<file path="src/rtl/image_pattern_pkg.sv">
// Shared types for the AXI4-Stream video test-pattern source.
// Pattern selector, FSM state encoding and frame counter width.
package image_pattern_pkg;

  typedef enum logic [1:0] {
    PAT_SOLID = 2'd0,
    PAT_HGRAD = 2'd1,
    PAT_BARS  = 2'd2,
    PAT_CHECK = 2'd3
  } pattern_t;

  typedef enum logic [1:0] {
    ST_IDLE   = 2'd0,
    ST_ACTIVE = 2'd1,
    ST_HBLANK = 2'd2,
    ST_VBLANK = 2'd3
  } state_t;

  localparam int FRAME_CNT_W = 16;

endpackage

</file>
<file path="src/rtl/image_pattern_pixel.sv">
// One pixel lane of the test-pattern source.
// Pure combinational value for column px under the latched pattern.
module image_pattern_pixel
  import image_pattern_pkg::*;
#(
  parameter int PIXEL_BITWIDTH = 8,
  parameter int IMAGE_W        = 300,
  parameter int CHECK_LOG2     = 4,
  parameter int CNT_W          = 13
) (
  input  logic [CNT_W-1:0]          px,
  input  pattern_t                  pat,
  input  logic [PIXEL_BITWIDTH-1:0] solid,
  input  logic                      parity,
  output logic [PIXEL_BITWIDTH-1:0] value
);

  localparam int PB = PIXEL_BITWIDTH;

  logic [6:0]    ge;
  logic [2:0]    bar;
  logic [PB-1:0] grad;
  logic          check;

  // bar index is the number of thresholds px has reached,
  // threshold k being ceil(k*IMAGE_W/8), so no divider is needed
  for (genvar k = 1; k < 8; k++) begin : g_thr
    localparam int THR = (k * IMAGE_W + 7) / 8;
    assign ge[k-1] = px >= CNT_W'(THR);
  end

  if (PB <= CNT_W) begin : g_grad_narrow
    assign grad = px[PB-1:0];
  end else begin : g_grad_wide
    assign grad = {{(PB-CNT_W){1'b0}}, px};
  end

  assign check = px[CHECK_LOG2] ^ parity;

  // count reached thresholds into the bar index
  always_comb begin
    bar = 3'd0;
    for (int k = 0; k < 7; k++) begin
      bar = bar + {2'b00, ge[k]};
    end
  end

  // select the lane value for the active pattern
  always_comb begin
    value = '0;
    unique case (pat)
      PAT_SOLID: value = solid;
      PAT_HGRAD: value = grad;
      PAT_BARS:  value = {bar, {(PB-3){bar[0]}}};
      PAT_CHECK: value = {PB{check}};
      default:   value = '0;
    endcase
  end

endmodule

</file>
<file path="src/rtl/image_pattern_gen.sv">
// AXI4-Stream video test-pattern source with blanking,
// backpressure hold and frame-boundary start/stop control.
module image_pattern_gen
  import image_pattern_pkg::*;
#(
  parameter int PIXEL_BITWIDTH = 8,
  parameter int PIXEL_NUM      = 1,
  parameter int IMAGE_W        = 300,
  parameter int IMAGE_H        = 300,
  parameter int H_BLANK        = 200,
  parameter int V_BLANK        = 100,
  parameter int CHECK_LOG2     = 4,
  parameter int CNT_W          = 13
) (
  input  logic                                clk,
  input  logic                                rst_n,
  input  logic                                enable,
  input  logic [1:0]                          pattern_sel,
  input  logic [PIXEL_BITWIDTH-1:0]           solid_value,
  input  logic                                m_axis_ready,
  output logic                                m_axis_valid,
  output logic [PIXEL_BITWIDTH*PIXEL_NUM-1:0] m_axis_data,
  output logic                                m_axis_sof,
  output logic                                m_axis_eol,
  output logic                                m_axis_eof,
  output logic [FRAME_CNT_W-1:0]              frame_cnt
);

  localparam int PB = PIXEL_BITWIDTH;
  localparam int DW = PB * PIXEL_NUM;

  localparam logic [CNT_W-1:0] STEP   = CNT_W'(PIXEL_NUM);
  localparam logic [CNT_W-1:0] LAST_X = CNT_W'(IMAGE_W - PIXEL_NUM);
  localparam logic [CNT_W-1:0] LAST_Y = CNT_W'(IMAGE_H - 1);
  localparam logic [CNT_W-1:0] HB_END = CNT_W'(H_BLANK - 1);
  localparam logic [CNT_W-1:0] VB_END = CNT_W'(V_BLANK - 1);

  state_t                  state_q;
  state_t                  state_d;
  logic                    start;
  logic [CNT_W-1:0]        x_q;
  logic [CNT_W-1:0]        y_q;
  logic [CNT_W-1:0]        bcnt_q;
  logic [FRAME_CNT_W-1:0]  frame_q;
  pattern_t                pat_q;
  logic [PB-1:0]           solid_q;

  logic                    valid_q;
  logic [DW-1:0]           data_q;
  logic                    sof_q;
  logic                    eol_q;
  logic                    eof_q;

  logic                    hs;
  logic                    last_x;
  logic                    last_y;
  logic                    hb_done;
  logic                    vb_done;
  logic                    load;
  logic [CNT_W-1:0]        load_x;
  logic                    parity;
  logic [DW-1:0]           data_next;

  assign hs      = valid_q && m_axis_ready;
  assign last_x  = x_q == LAST_X;
  assign last_y  = y_q == LAST_Y;
  assign hb_done = bcnt_q == HB_END;
  assign vb_done = bcnt_q == VB_END;

  // x_q is the column of the beat on the bus; when it is taken
  // the next beat is loaded in the same cycle so a line has no bubbles
  assign load_x = valid_q ? x_q + STEP : x_q;
  assign load   = (state_q == ST_ACTIVE)
               && (!valid_q || (hs && !last_x));
  assign parity = y_q[CHECK_LOG2] ^ frame_q[0];

  for (genvar i = 0; i < PIXEL_NUM; i++) begin : g_lane
    logic [CNT_W-1:0] px;
    assign px = load_x + CNT_W'(i);
    image_pattern_pixel #(
      .PIXEL_BITWIDTH (PB),
      .IMAGE_W        (IMAGE_W),
      .CHECK_LOG2     (CHECK_LOG2),
      .CNT_W          (CNT_W)
    ) u_pix (
      .px     (px),
      .pat    (pat_q),
      .solid  (solid_q),
      .parity (parity),
      .value  (data_next[i*PB +: PB])
    );
  end

  // state register
  always_ff @(posedge clk or negedge rst_n) begin
    if (!rst_n) state_q <= ST_IDLE;
    else        state_q <= state_d;
  end

  // next state; enable is only looked at in IDLE and at the end of VBLANK
  always_comb begin
    state_d = state_q;
    start   = 1'b0;
    unique case (state_q)
      ST_IDLE: begin
        if (enable) begin
          state_d = ST_ACTIVE;
          start   = 1'b1;
        end
      end
      ST_ACTIVE: begin
        if (hs && last_x) begin
          state_d = last_y ? ST_VBLANK : ST_HBLANK;
        end
      end
      ST_HBLANK: begin
        if (hb_done) state_d = ST_ACTIVE;
      end
      ST_VBLANK: begin
        if (vb_done) begin
          if (enable) begin
            state_d = ST_ACTIVE;
            start   = 1'b1;
          end else begin
            state_d = ST_IDLE;
          end
        end
      end
      default: state_d = ST_IDLE;
    endcase
  end

  // position, blanking and frame counters plus per-frame control latch;
  // blank counters run on cycles, pixel counters only on handshakes
  always_ff @(posedge clk or negedge rst_n) begin
    if (!rst_n) begin
      x_q     <= '0;
      y_q     <= '0;
      bcnt_q  <= '0;
      frame_q <= '0;
      pat_q   <= PAT_SOLID;
      solid_q <= '0;
    end else begin
      unique case (state_q)
        ST_ACTIVE: begin
          if (hs && !last_x) x_q <= x_q + STEP;
        end
        ST_HBLANK: begin
          if (hb_done) begin
            bcnt_q <= '0;
            x_q    <= '0;
            y_q    <= y_q + CNT_W'(1);
          end else begin
            bcnt_q <= bcnt_q + CNT_W'(1);
          end
        end
        ST_VBLANK: begin
          if (vb_done) begin
            bcnt_q  <= '0;
            frame_q <= frame_q + FRAME_CNT_W'(1);
          end else begin
            bcnt_q <= bcnt_q + CNT_W'(1);
          end
        end
        default: ;
      endcase
      if (start) begin
        x_q     <= '0;
        y_q     <= '0;
        pat_q   <= pattern_t'(pattern_sel);
        solid_q <= solid_value;
      end
    end
  end

  // output beat register: load a fresh beat, hold under
  // backpressure, drop valid once the last beat of a line is taken
  always_ff @(posedge clk or negedge rst_n) begin
    if (!rst_n) begin
      valid_q <= 1'b0;
      data_q  <= '0;
      sof_q   <= 1'b0;
      eol_q   <= 1'b0;
      eof_q   <= 1'b0;
    end else if (load) begin
      valid_q <= 1'b1;
      data_q  <= data_next;
      sof_q   <= (load_x == '0) && (y_q == '0);
      eol_q   <= load_x == LAST_X;
      eof_q   <= (load_x == LAST_X) && last_y;
    end else if (hs) begin
      valid_q <= 1'b0;
      sof_q   <= 1'b0;
      eol_q   <= 1'b0;
      eof_q   <= 1'b0;
    end
  end

  assign m_axis_valid = valid_q;
  assign m_axis_data  = data_q;
  assign m_axis_sof   = sof_q;
  assign m_axis_eol   = eol_q;
  assign m_axis_eof   = eof_q;
  assign frame_cnt    = frame_q;

endmodule
</file>
<file path="config.mk">
export PLATFORM = sky130hd
export DESIGN_NAME = image_pattern_gen
export DESIGN_NICKNAME = d
export VERILOG_FILES = /design/src/rtl/image_pattern_pkg.sv /design/src/rtl/image_pattern_pixel.sv /design/src/rtl/image_pattern_gen.sv
export SDC_FILE = /design/constraint.sdc
export NUM_CORES = 1
export LEC_CHECK = 0
export ABC_AREA = 1
export CELL_PAD_IN_SITES_DETAIL_PLACEMENT = 1
export CELL_PAD_IN_SITES_GLOBAL_PLACEMENT = 1
export CORE_ASPECT_RATIO = 0.6
export CORE_UTILIZATION = 46
export CTS_CLUSTER_SIZE = 12
export DETAILED_ROUTE_END_ITERATION = 10
export GPL_ROUTABILITY_DRIVEN = 0
export GPL_TIMING_DRIVEN = 1
export PLACE_DENSITY = 0.86
export SLEW_MARGIN = 20
export SYNTH_ARGS = -nofsm -noshare
export SYNTH_HDL_FRONTEND = slang
export SYNTH_SLANG_ARGS = --single-unit
</file>
<file path="constraint.sdc">
create_clock -name clk -period 8.9 [get_ports clk]
set_clock_uncertainty 0.2 [all_clocks]
set_input_delay 1.335 -clock clk [delete_from_list [all_inputs] [get_ports clk]]
set_output_delay 1.335 -clock clk [all_outputs]
set_load 0.05 [all_outputs]
</file>
Word-level counts from Yosys, hierarchy flattened
Cells that the tools add are included.

Reduce and logical (&&, ||, !) cells: 22. $add $sub $neg: 10. Muxes and demuxes: 27. Eq/ne operators: 17. Magnitude comparators: 7. Bitwise gates (word level): 2.

Operators by type and width (count): $mux 13 (9); $pmux 13 s2 (2); $add 13x1->13 const B (3); $eq 13x9->1 const B (3); $ge 13x8->1 const B (3); $pmux 8 s4 (1); $ge 13x7->1 const B (2); $logic_not 13->1 (2); $add 16x1->16 const B (1); $add 3x1->3 (5); $eq 13x7->1 const B (1); $eq 13x8->1 const B (1); $ge 13x6->1 const B (1); $ge 13x9->1 const B (1); $mux 1 (9); $eq 2x2->1 const B (4); $mux 2 (4); $pmux 2 s4 (1); $reduce_bool 2->1 (4); $logic_and 1x1->1 (6); $ne 2x2->1 const B (3); $eq 2x1->1 const B (2); $logic_not 2->1 (2); $reduce_and 2->1 (2); other kinds (11) (13).

Output and inout port bits: 28. Logic and storage cells: 97. Register bits after elaboration: 79. Input port bits: 14.

Depth between registers and ports, before layout
Depth in word-level cells: 10. Mapped depth: 23. Mapped depth without buffers: 23.

Cells and area by module
A second synthesis with hierarchy kept.

Cell total of the unflattened synthesis: 740. Area total of the unflattened synthesis: 5170.0 um^2.

Modules (own cells, without submodules): image_pattern_gen (sequential area each 1976.9 um^2, instances 1, cells an instance 640, area an instance 4645.7 um^2); image_pattern_pixel (sequential area each 0.0 um^2, instances 1, cells an instance 100, area an instance 524.3 um^2).

Worst setup path after synthesis
No wires, ideal clock.

Kind: register -> register. Start: reg valid_q, in the netlist m_axis_valid. End: reg data_q[7], in the netlist m_axis_data[7]. Period minus slack after synthesis: 4.261 ns. Arrival time: 3.995 ns. Buffers on the path: 2. Path slack: 4.639 ns. Stages on the path, launching flop included: 24. Library setup time: 0.066 ns. Required time: 8.634 ns. Cell sequence: dfrtp_1 > buf_4 > inv_1 > buf_4 > nand2_1 > nand2_1 > inv_1 > nand2_1 > nand2_1 > nor2_1 > a21oi_1 > nand2_1 > ha_1 > fa_1 > fa_1 > ha_1 > fa_1 > inv_1 > a21oi_1 > o21ai_0 > o21ai_0 > o21ai_0 > nand2_1 > nand2_1.

Cells in the longest elaborated chain, start to end: 9. Elaborated cells on any way between the ends: 21. Those cells by class: 6 x add/sub; 7 x order compare; 2 x mux; 1 x bitwise; 5 x reduce/logical.

RTL lines: start: declaration (line image_pattern_gen.sv:48) `logic valid_q;`; start signal: assignment (line image_pattern_gen.sv:180) `valid_q <= 1'b0;`; start signal: assignment (line image_pattern_gen.sv:186) `valid_q <= 1'b1;`; start signal: assignment (line image_pattern_gen.sv:192) `valid_q <= 1'b0;`; $mux 13 (line image_pattern_gen.sv:72) `assign load_x = valid_q ? x_q + STEP : x_q;`; $ge 13x6->1 / $ge 13x7->1 (equally long branches) (line image_pattern_pixel.sv:29) `assign ge[k-1] = px >= CNT_W'(THR);`; $add 1x1->2 (line image_pattern_pixel.sv:44) `bar = bar + {2'b00, ge[k]};`; $add 3x1->3 (5 in series) (line image_pattern_pixel.sv:44); $pmux 8 s4 (line image_pattern_pixel.sv:51) `unique case (pat)`; end signal: assignment (line image_pattern_gen.sv:187) `data_q <= data_next;`; end: declaration (line image_pattern_gen.sv:49) `logic [DW-1:0] data_q;`.

Parallel ways exist; a longest one is shown, timed or not. A chain may end at the register's enable or synchronous reset.

Worst setup path in the final report
Start: reg x_q[0]. End: reg data_q[7], in the netlist m_axis_data[7].

Cells in the longest elaborated chain, start to end: 10. Elaborated cells on any way between the ends: 22. Those cells by class: 7 x add/sub; 7 x order compare; 1 x eq/ne; 2 x mux; 1 x bitwise; 4 x reduce/logical.

RTL lines: start: declaration (line image_pattern_gen.sv:41) `logic [CNT_W-1:0] x_q;`; start signal: assignment (line image_pattern_gen.sv:146) `if (hs && !last_x) x_q <= x_q + STEP;`; $add 13x1->13 (line image_pattern_gen.sv:72); $mux 13 (line image_pattern_gen.sv:72); $ge 13x6->1 / $ge 13x7->1 (equally long branches) (line image_pattern_pixel.sv:29); $add 1x1->2 (line image_pattern_pixel.sv:44); $add 3x1->3 (5 in series) (line image_pattern_pixel.sv:44); $pmux 8 s4 (line image_pattern_pixel.sv:51).

Parallel ways exist; a longest one is shown, timed or not.

==> flow_summary.ini <==
[status]
outcome = complete, no violations

[cells_and_area]
seqCellArea_um2 = 1977
nFillCells = 1381
drive_gt1_share_pct = 6.615
final_core_util_pct = 55.45
insertedDiodeCount = 0
multiInputGateArea_um2 = 2800
area_growth_pct = 14.94
nets = 796

[power_and_ir_drop]
seqPwrFrac_pct = 28.8
ir_drop_v = 0.0001338
powerDensity_nw_per_um2 = 302.5
swShare_pct = 47.66
power_leakage_nw = 2.762
power.internal_w = 0.0009492
pwr-share-comb_pct = 49.8
clkPwrFrac_pct = 21.4
p_switching_w = 0.0008645

[worst_setup_path]
worstPathRequired_ns = 8.98
r2r_end = m_axis_data[7]$_DFFE_PN0P_
critPathSlowestCell = fa_1
cp_num_cells = 22
path_class = reg2reg
slowest_delay_ns = 0.51
r2r_setup_slack_ns = 4.07
r2r_start = x_q[0]$_DFFE_PN0P_
crit_top_cell = nand2_1
cp-end-kind = register
crit_family = adder cells
cp-start-kind = register
crit_arrival_ns = 4.91
cp_max_fo = 8
reg2regPathDepth = 22
cp-startpoint = x_q[0]$_DFFE_PN0P_
path_buf_inv = 1
path_cells = ha_1 -> nand2_2 -> nor2_4 -> nand3_1 -> nand2_1 -> nand2_1 -> o21bai_1 -> nand2_1 -> nor2_2 -> nand3_1 -> ha_1 -> fa_1 -> fa_1 -> ha_1 -> fa_1 -> inv_1 -> a21oi_1 -> o21ai_0 -> o21ai_0 -> o21ai_0 -> nand2_1 -> nand2_1

[detailed_routing]
met1Wirelength_um = 8002
dr.max_layer_used = met4
drcViolationCount = 0
wl_um = 15890
drtIter0Drc = 356
wl_met3_um = 925
antenna_left = 0
wl_per_cell_um = 17.46
route.met2.wl_um = 6839
num_vias = 5069
dr.pass1.iters = 5
viasPerCell = 5.570

[sta]
final_max_slew_viol_count = 0
tns_ns = 0
rsz0062_at_grt = false
finalSetupViolCount = 0
fin_crit_sh_pct = 54.22
hold_violations = 0
relSlewSlack_pct = 51.03
fmax_mhz = 207.2
worst_pin_slew_ns = 0.7319
fin_crit_ns = 4.826

[clock_network]
cts_buffers = 9
clock_sinks = 79
cts_resized = 0
htree_levels = 3
cts_hold_buf = 0
clockRootBuffer = clkbuf_16
cts_setup_buffers = 0
clock_latency_ns = 0.35
clkTransAtPathRegs_ns = 0.07
cts_tree = yes
cts_buffer_depth = 2

[floorplan]
pin_count = 42
row_count = 29
coreArea_um2 = 10810
floorplan.initialDensity_pct = 48.24
die_area_um2 = 11780
die_x_um = 139.5
die_h_um = 84.49

[global_routing]
grt_pass1_wl_um = 26840
antenna_found_initial = 0
grt_max_degree = 48
track_usage_pct = 28.83
globalRouteOverflowTotal = 0
grt_pass1_vias = 5183

[logic_synthesis]
synth_commonest_cells = nand2_1, inv_1, nand3_1
ys_warn_count = 0
syn-num-nets = 761
ys.flop_type = dfrtp_1
syn_inst = 731
yosysSeqAreaShare_pct = 37.90
syn_area_per_cell_um2 = 7.136
synth-edff-count = 0
ys_types = 34
netlist_area_um2 = 5216
yosys.cell_count.top_type = nand2_1
ys_ff_latch = 79
synth-async-reset-ratio_pct = 100.0
synthTopCellsByArea = dfrtp_1, nand2_1, nand3_1
yosys.area.top_type = dfrtp_1
netlist.area_leader.share_pct = 37.90

[hold_path]
hp-class = reg2reg
holdPathEnd = m_axis_eof$_DFFE_PN0P_
hold_path_depth = 2
min-delay-start = m_axis_eof$_DFFE_PN0P_

[placed_design]
io_buffers = 41
dp_hpwl_um = 11820

[flow_run]
drv_cap = 0
## cells by family after synthesis
group,count (synthesis),synth area share (%)
AOI/OAI and AO/OA,78,7.676
xor gates and xnor gates,34,5.709
adders and majority gates,16,4.270
buffers and inverters,104,8.467
DFF,79,37.90
and+or+nand+nor,420,35.98
## cells in the final DEF (no fill, tap or decap), drive strengths merged, types with 3 or more instances in the layout
cell             n
fa               3
inv             87
nand2          203
clkdlybuf4s50   40
dfrtp           79
clkbuf          10
a21oi           10
nor2            88
xor2            29
o21ai           65
ha              13
nand4           20
nor4             3
xnor2            5
nor3            18
nand3           83
## sequential cells by signal, summed over array words and instances (netlist names), 2 cells and up
name and count:
frame_cnt 16, state_q 2, solid_q 8, bcnt_q 13, m_axis_data 8, pat_q 2
x_q 13, y_q 13
## final cells by class
cell class              count  area share (%)
well taps                 139           2.901
inverters                  86           5.384
clock buffers              10           3.986
repair buffers             42           6.928
flip-flops and latches     79           32.97
multi-input cells         548           46.70
clock inverters             6           1.127
## worst max-delay path by stage
stage,endpoint,slack [ns]
2_1_floorplan,m_axis_data[7]$_DFFE_PN0P_,4.64
3_3_place_gp,m_axis_data[7]$_DFFE_PN0P_,4.40
3_5_place_dp,m_axis_data[7]$_DFFE_PN0P_,4.17
4_1_cts,m_axis_data[7]$_DFFE_PN0P_,4.13
5_1_grt,m_axis_data[7]$_DFFE_PN0P_,3.77
6_report,m_axis_data[7]$_DFFE_PN0P_,4.07
## power groups by stage
| stage | combinational [W] | clock (W) | sequential, W |
|---|---|---|---|
| after CTS | 0.000905 | 0.000394 | 0.000521 |
| after floorplan | 0.000625 | 0 | 0.000558 |
| after global routing | 0.00101 | 0.000405 | 0.000532 |
| after detailed placement | 0.000891 | 0 | 0.000526 |
| after global placement | 0.000845 | 0 | 0.000518 |
| final | 0.000904 | 0.000388 | 0.000522 |
## per-layer routing
layer	vias up	track usage [%]
met2	139	44.13
met5	-	0
li1	2423	-
met1	2495	42.45
met3	12	5.647
met4	0	5.354
## stage by stage
| step | hold WS [ns] | total power, W | instances | setup WS [ns] | cell area (µm²) |
|---|---|---|---|---|---|
| detailed placement | 0.2768 | 0.001417 | 894 | 4.167 | 5687 |
| finish | 0.2892 | 0.001814 | 910 | 4.074 | 5996 |
| CTS | 0.2923 | 0.001819 | 910 | 4.128 | 5993 |
| floorplan | 0.2495 | 0.001182 | 731 | 4.639 | 5216 |
| global placement | 0.2628 | 0.001362 | 894 | 4.402 | 5687 |
| global route | 0.3113 | 0.001947 | 910 | 3.774 | 5996 |
## worst register-to-register path, cell delays in order (launching register included)
cell and delay (ns):
dfrtp_1 0.48, ha_1 0.32, nand2_2 0.15, nor2_4 0.20
nand3_1 0.10, nand2_1 0.06, nand2_1 0.08, o21bai_1 0.25
nand2_1 0.13, nor2_2 0.16, nand3_1 0.10, ha_1 0.33
fa_1 0.52, fa_1 0.49, ha_1 0.22, fa_1 0.36
inv_1 0.08, a21oi_1 0.06, o21ai_0 0.06, o21ai_0 0.09
o21ai_0 0.17, nand2_1 0.08, nand2_1 0.08
(Power assumes the default switching activity.)
